===== src/rtl/tick_scheduler_if.sv =====
// Configuration handshake, run control and tick/status outputs of tick_scheduler.
// The bench or host is the master; the scheduler is the slave.
interface tick_scheduler_if #(
   parameter int BITS       = 8,
   parameter int COUNT_BITS = 8
);
   logic                  cfg_valid;
   logic                  cfg_ready;
   logic [BITS-1:0]       cfg_period;
   logic [COUNT_BITS-1:0] cfg_count;
   logic                  start;
   logic                  stop;
   logic                  tick;
   logic                  busy;
   logic                  armed;
   logic                  done;
   logic [BITS-1:0]       phase;
   logic [COUNT_BITS-1:0] ticks_left;

   modport master (
      output cfg_valid, cfg_period, cfg_count, start, stop,
      input  cfg_ready, tick, busy, armed, done, phase, ticks_left
   );

   modport slave (
      input  cfg_valid, cfg_period, cfg_count, start, stop,
      output cfg_ready, tick, busy, armed, done, phase, ticks_left
   );
endinterface


===== src/rtl/tick_scheduler.sv =====
// Programmable tick sequencer: single-cycle tick enables every period+1 cycles,
// for a bounded tick count or continuously, with a done pulse on completion.
module tick_scheduler #(
   parameter int BITS       = 8,
   parameter int COUNT_BITS = 8
) (
   input logic             clock,
   input logic             reset_n,
   tick_scheduler_if.slave bus
);
   typedef enum logic [1:0] {ST_IDLE, ST_ARMED, ST_RUN} state_e;

   state_e                state_q, state_d;
   logic [BITS-1:0]       phase_q, phase_d;
   logic [BITS-1:0]       period_q, period_d;
   logic [COUNT_BITS-1:0] count_q, count_d;
   logic [COUNT_BITS-1:0] ticks_left_q, ticks_left_d;
   logic                  done_q, done_d;

   logic cfg_hs;
   logic tick_now;
   logic bounded;
   logic final_tick;

   assign tick_now   = (state_q == ST_RUN) && (phase_q == period_q);
   assign bounded    = (count_q != '0);
   assign final_tick = tick_now && bounded && (ticks_left_q == COUNT_BITS'(1));
   assign cfg_hs     = bus.cfg_valid && (state_q != ST_RUN);

   always_comb begin
      state_d      = state_q;
      phase_d      = phase_q;
      period_d     = period_q;
      count_d      = count_q;
      ticks_left_d = ticks_left_q;
      done_d       = 1'b0;
      case (state_q)
         ST_IDLE: begin
            if (cfg_hs) begin
               period_d     = bus.cfg_period;
               count_d      = bus.cfg_count;
               ticks_left_d = bus.cfg_count;
               state_d      = ST_ARMED;
            end
         end
         ST_ARMED: begin
            if (cfg_hs) begin
               period_d     = bus.cfg_period;
               count_d      = bus.cfg_count;
               ticks_left_d = bus.cfg_count;
            end
            // A config arriving with start is the one this run uses.
            if (bus.start) begin
               state_d      = ST_RUN;
               phase_d      = '0;
               ticks_left_d = cfg_hs ? bus.cfg_count : count_q;
            end
         end
         ST_RUN: begin
            if (tick_now) begin
               phase_d = '0;
               if (bounded) ticks_left_d = ticks_left_q - COUNT_BITS'(1);
            end else begin
               phase_d = phase_q + BITS'(1);
            end
            // The final tick wins over stop so that done is still reported.
            if (final_tick) begin
               state_d = ST_ARMED;
               done_d  = 1'b1;
            end else if (bus.stop) begin
               state_d = ST_ARMED;
               phase_d = '0;
            end
         end
         default: state_d = ST_IDLE;
      endcase
   end

   always_ff @(posedge clock or negedge reset_n) begin
      if (!reset_n) begin
         state_q      <= ST_IDLE;
         phase_q      <= '0;
         period_q     <= '0;
         count_q      <= '0;
         ticks_left_q <= '0;
         done_q       <= 1'b0;
      end else begin
         state_q      <= state_d;
         phase_q      <= phase_d;
         period_q     <= period_d;
         count_q      <= count_d;
         ticks_left_q <= ticks_left_d;
         done_q       <= done_d;
      end
   end

   assign bus.cfg_ready  = (state_q != ST_RUN);
   assign bus.tick       = tick_now;
   assign bus.busy       = (state_q == ST_RUN);
   assign bus.armed      = (state_q == ST_ARMED);
   assign bus.done       = done_q;
   assign bus.phase      = phase_q;
   assign bus.ticks_left = ticks_left_q;
endmodule


===== src/flat_wrapper.sv =====
// flat-port wrapper written by rule: the top's interface ports become plain ports
module tick_scheduler_flat 
#(
   parameter int BITS       = 8,
   parameter int COUNT_BITS = 8
)
  (clock, reset_n, bus_cfg_valid, bus_cfg_period, bus_cfg_count, bus_start, bus_stop, bus_cfg_ready, bus_tick, bus_busy, bus_armed, bus_done, bus_phase, bus_ticks_left);
  tick_scheduler_if #(.BITS(BITS), .COUNT_BITS(COUNT_BITS)) bus_i ();
  input logic clock;
  input logic reset_n;
  input wire logic [$bits(bus_i.cfg_valid)-1:0] bus_cfg_valid;
  input wire logic [$bits(bus_i.cfg_period)-1:0] bus_cfg_period;
  input wire logic [$bits(bus_i.cfg_count)-1:0] bus_cfg_count;
  input wire logic [$bits(bus_i.start)-1:0] bus_start;
  input wire logic [$bits(bus_i.stop)-1:0] bus_stop;
  output wire logic [$bits(bus_i.cfg_ready)-1:0] bus_cfg_ready;
  output wire logic [$bits(bus_i.tick)-1:0] bus_tick;
  output wire logic [$bits(bus_i.busy)-1:0] bus_busy;
  output wire logic [$bits(bus_i.armed)-1:0] bus_armed;
  output wire logic [$bits(bus_i.done)-1:0] bus_done;
  output wire logic [$bits(bus_i.phase)-1:0] bus_phase;
  output wire logic [$bits(bus_i.ticks_left)-1:0] bus_ticks_left;
  assign bus_i.cfg_valid = bus_cfg_valid;
  assign bus_i.cfg_period = bus_cfg_period;
  assign bus_i.cfg_count = bus_cfg_count;
  assign bus_i.start = bus_start;
  assign bus_i.stop = bus_stop;
  assign bus_cfg_ready = bus_i.cfg_ready;
  assign bus_tick = bus_i.tick;
  assign bus_busy = bus_i.busy;
  assign bus_armed = bus_i.armed;
  assign bus_done = bus_i.done;
  assign bus_phase = bus_i.phase;
  assign bus_ticks_left = bus_i.ticks_left;
  tick_scheduler #(.BITS(BITS), .COUNT_BITS(COUNT_BITS)) u_core (.clock(clock), .reset_n(reset_n), .bus(bus_i));
endmodule

===== config.mk =====
export PLATFORM = sky130hd
export DESIGN_NAME = tick_scheduler_flat
export DESIGN_NICKNAME = d
export VERILOG_FILES = /design/src/rtl/tick_scheduler_if.sv /design/src/rtl/tick_scheduler.sv /design/src/flat_wrapper.sv
export SDC_FILE = /design/constraint.sdc
export NUM_CORES = 1
export LEC_CHECK = 0
export BUFFER_PORTS_ARGS = -buffer_cell sky130_fd_sc_hd__buf_4
export CAP_MARGIN = 20
export CORE_ASPECT_RATIO = 0.7
export CORE_MARGIN = 4
export CORE_UTILIZATION = 55
export DETAILED_ROUTE_END_ITERATION = 6
export GPL_ROUTABILITY_DRIVEN = 0
export HOLD_SLACK_MARGIN = 0.15
export PLACE_DENSITY = 0.81
export SETUP_SLACK_MARGIN = 0.3
export SYNTH_ARGS = -nofsm -noshare
export SYNTH_HDL_FRONTEND = slang
export SYNTH_SLANG_ARGS = --single-unit

===== constraint.sdc =====
create_clock -name clock -period 3.9 [get_ports clock]
set_clock_uncertainty 0.05 [all_clocks]
set_input_delay 0 -clock clock [delete_from_list [all_inputs] [get_ports clock]]
set_output_delay 0 -clock clock [all_outputs]
set_load 0.1 [all_outputs]

==> impl_metrics.ini <==
[status]
status = finished, final reports clean

[yosys]
synthMostInstantiatedCell = dfrtp_1
syn_area_per_cell_um2 = 10.1
synth_seq_cells = 35
ys_warn_count = 0
netlist.area_leader.share_pct = 41.7
async_flop_share_pct = 100
synthCells = 207
syn_area_um2 = 2100
netlist.top_cell.by_area = dfrtp_1
ys_types = 44
synthFlopType = dfrtp_1
ys_top_cells_by_area = dfrtp_1 (42%), mux2_2 (8.6%), ha_1 (4.2%)
yosysSeqAreaShare_pct = 41.7
synth-edff-count = 0
syn-num-nets = 235
yosys-top-cells-count = dfrtp_1 (35), mux2_2 (16), o21ai_0 (15)

[clock_network]
ctsLongestPathBuffers = 2
cts_tree = built
path_clk_slew_ns = 0.07
numCtsBuffers = 5
ctsResizeCount = 0
cts.sinks = 35
worstSkewPairLatency_ns = 0.29
cts_setup_buffers = 0
ctsHoldBuffers = 17
htree_levels = 2
cts-root-buf = clkbuf_8

[setup_path]
worstSetupPathType = flip-flop to flip-flop
crit_required_ns = 4.05
critPathLaunchType = flip-flop
worstPathMaxFanout = 15
worst_setup_path_end_kind = flip-flop
critical_path_buf_inv_count = 1
arrival_ns = 2.50
rr_worst_depth = 6
crit_path_top_delay_cell = ha_1
cp_top_family = simple AND/OR/NAND/NOR gates
path_cells = inv_1 -> ha_1 -> nand2_1 -> nor4b_1 -> a222oi_1 -> o21ai_1
reg2reg_from = u_core.state_q[0]
reg2reg_slack_ns = 1.55
max_stage_delay_ns = 0.58
rr_endpoint = u_core.bus.ticks_left[7]

[die]
die_area_um2 = 4890
num_rows = 18
start_util_pct = 58.3
die_w_um = 81.9
die-height_um = 59.7
io_pins = 42
coreArea_um2 = 3600

[min_path]
hp-class = input pin to flip-flop
hp-start = bus_stop
hold_depth = 4
holdPathEnd = u_core.bus.phase[0]

[finish]
final_nets = 295
filler_cell_count = 255
drive_gt1_share_pct = 26.9
area_delta_synth_final_pct = 28.2
antennaDiodeCount = 0

[detailed_routing]
vias = 1970
routed_via_density = 6.19
ant_nets = 0
wl_per_cell_um = 18.0
post-route-drc-count = 0
dr.first_iter.drc_count = 342
drt_pre_antenna_iters = 6
drt-total-wl_mm = 5.74

[sta]
fin_tns_setup_ns = 0
rsz0062_at_grt = false
drv_slew = 0
whs_ns = 0.156
min_period_ns = 2.35
slew_headroom_pct = 58.4
finalHoldViolations = 0
clock.fmax_ghz = 0.426
setup_viol = 0
setup_ws_ns = 1.55
fin_crit_sh_pct = 60.2
worstMarginPinSlew_ns = 0.624

[pwr]
leakagePower_uw = 0.00121
ir_drop_v = 0.000540
finalPower_uw = 2400
cellPowerDensity_nw_per_um2 = 890

[global_routing]
grt_pass1_vias = 1738
grt.overflow.total = 0
antenna_found_initial = 0
grt_max_degree = 36
grt_use_total_pct = 25.6
grt_pass1_wl_mm = 9.14

[placed_design]
numPortBuffers = 41
dpl_worst_slack_ns = 1.62
hpwlAfterDp_mm = 3.98

[flow_run]
drv_cap = 0
[layout make-up]
| type | instances | area (um^2) | area share, % |
|---|---|---|---|
| Tap cell | 50 | 62.6 | 2.32 |
| Clock buffer | 5 | 68.8 | 2.55 |
| Clock inverter | 3 | 15.0 | 0.557 |
| Inverter | 11 | 41.3 | 1.53 |
| Multi-Input combinational cell | 155 | 1140 | 42.5 |
| Timing Repair Buffer | 59 | 485 | 18.0 |
| Sequential cell | 35 | 876 | 32.5 |
[through the flow]
stage | std cells | util [%] | area (um^2)
final | 318 | 74.8 | 2690
after global routing | 318 | 74.8 | 2690
after CTS | 318 | 74.8 | 2690
after detailed placement | 293 | 67.7 | 2440
after global placement | 293 | 67.7 | 2440
after floorplan | 207 | - | 2100
[metal layers]
metal | vias to the layer above | global-route usage [%] | routed length, um
met1 | 924 | 39.5 | 2610
met4 | 0 | 6.64 | 48
met5 | - | 0 | 0
met3 | 6 | 7.53 | 648
met2 | 141 | 34.6 | 2430
li1 | 899 | - | -
[kinds of logic after synthesis]
group           after synthesis  synth area share [%]
buf+inv                      17                  3.81
compound gates               66                  21.1
flops                        35                  41.7
mux                          19                  10.0
xor+xnor                     10                  4.17
fa+ha+maj                     7                  4.17
simple gates                 53                  15.0
[where the power goes]
group          leakage, uW  switching, uW  internal (uW)
registers         0.000440            162            510
clock network    0.0000477            130            122
logic             0.000726           1000            473
[worst max path at each step]
stage / from / endpoint / slack (ns) / cells after the start
floorplan: u_core.state_q[0] / bus_tick / 0.49 / 5
global placement: u_core.state_q[0] / u_core.bus.ticks_left[5] / 1.72 / 6
detailed placement: u_core.state_q[0] / u_core.bus.ticks_left[7] / 1.62 / 6
CTS: u_core.state_q[0] / u_core.bus.ticks_left[5] / 1.61 / 6
global route: u_core.state_q[0] / u_core.bus.ticks_left[7] / 1.40 / 6
finish: u_core.state_q[0] / u_core.bus.ticks_left[7] / 1.55 / 6
[state kept, by name, indices dropped and copies added (netlist names)]
register,count
u_core.bus.done,1
u_core.period_q,8
u_core.count_q,8
u_core.state_q,2
u_core.bus.phase,8
u_core.bus.ticks_left,8
[cells in the final DEF, fill, tap and decap left out, drive strengths merged, types with 5 or more instances in the layout]
cell type    instances
nand3                5
nand2               11
a31oi               11
nor4                 5
dlygate4sd3         17
buf                 42
nor2                 9
nor2b                6
o21ai               19
clkbuf               5
inv                 11
dfrtp               35
xor2                 9
o22ai                5
a21oi                9
mux2                16
ha                   7
[worst reg2reg max path, stage by stage, from the launching register on]
cell	delay, ns
dfrtp_1	0.39
inv_1	0.09
ha_1	0.58
nand2_1	0.27
nor4b_1	0.54
a222oi_1	0.19
o21ai_1	0.16
Power figures use the tool's default switching activity.
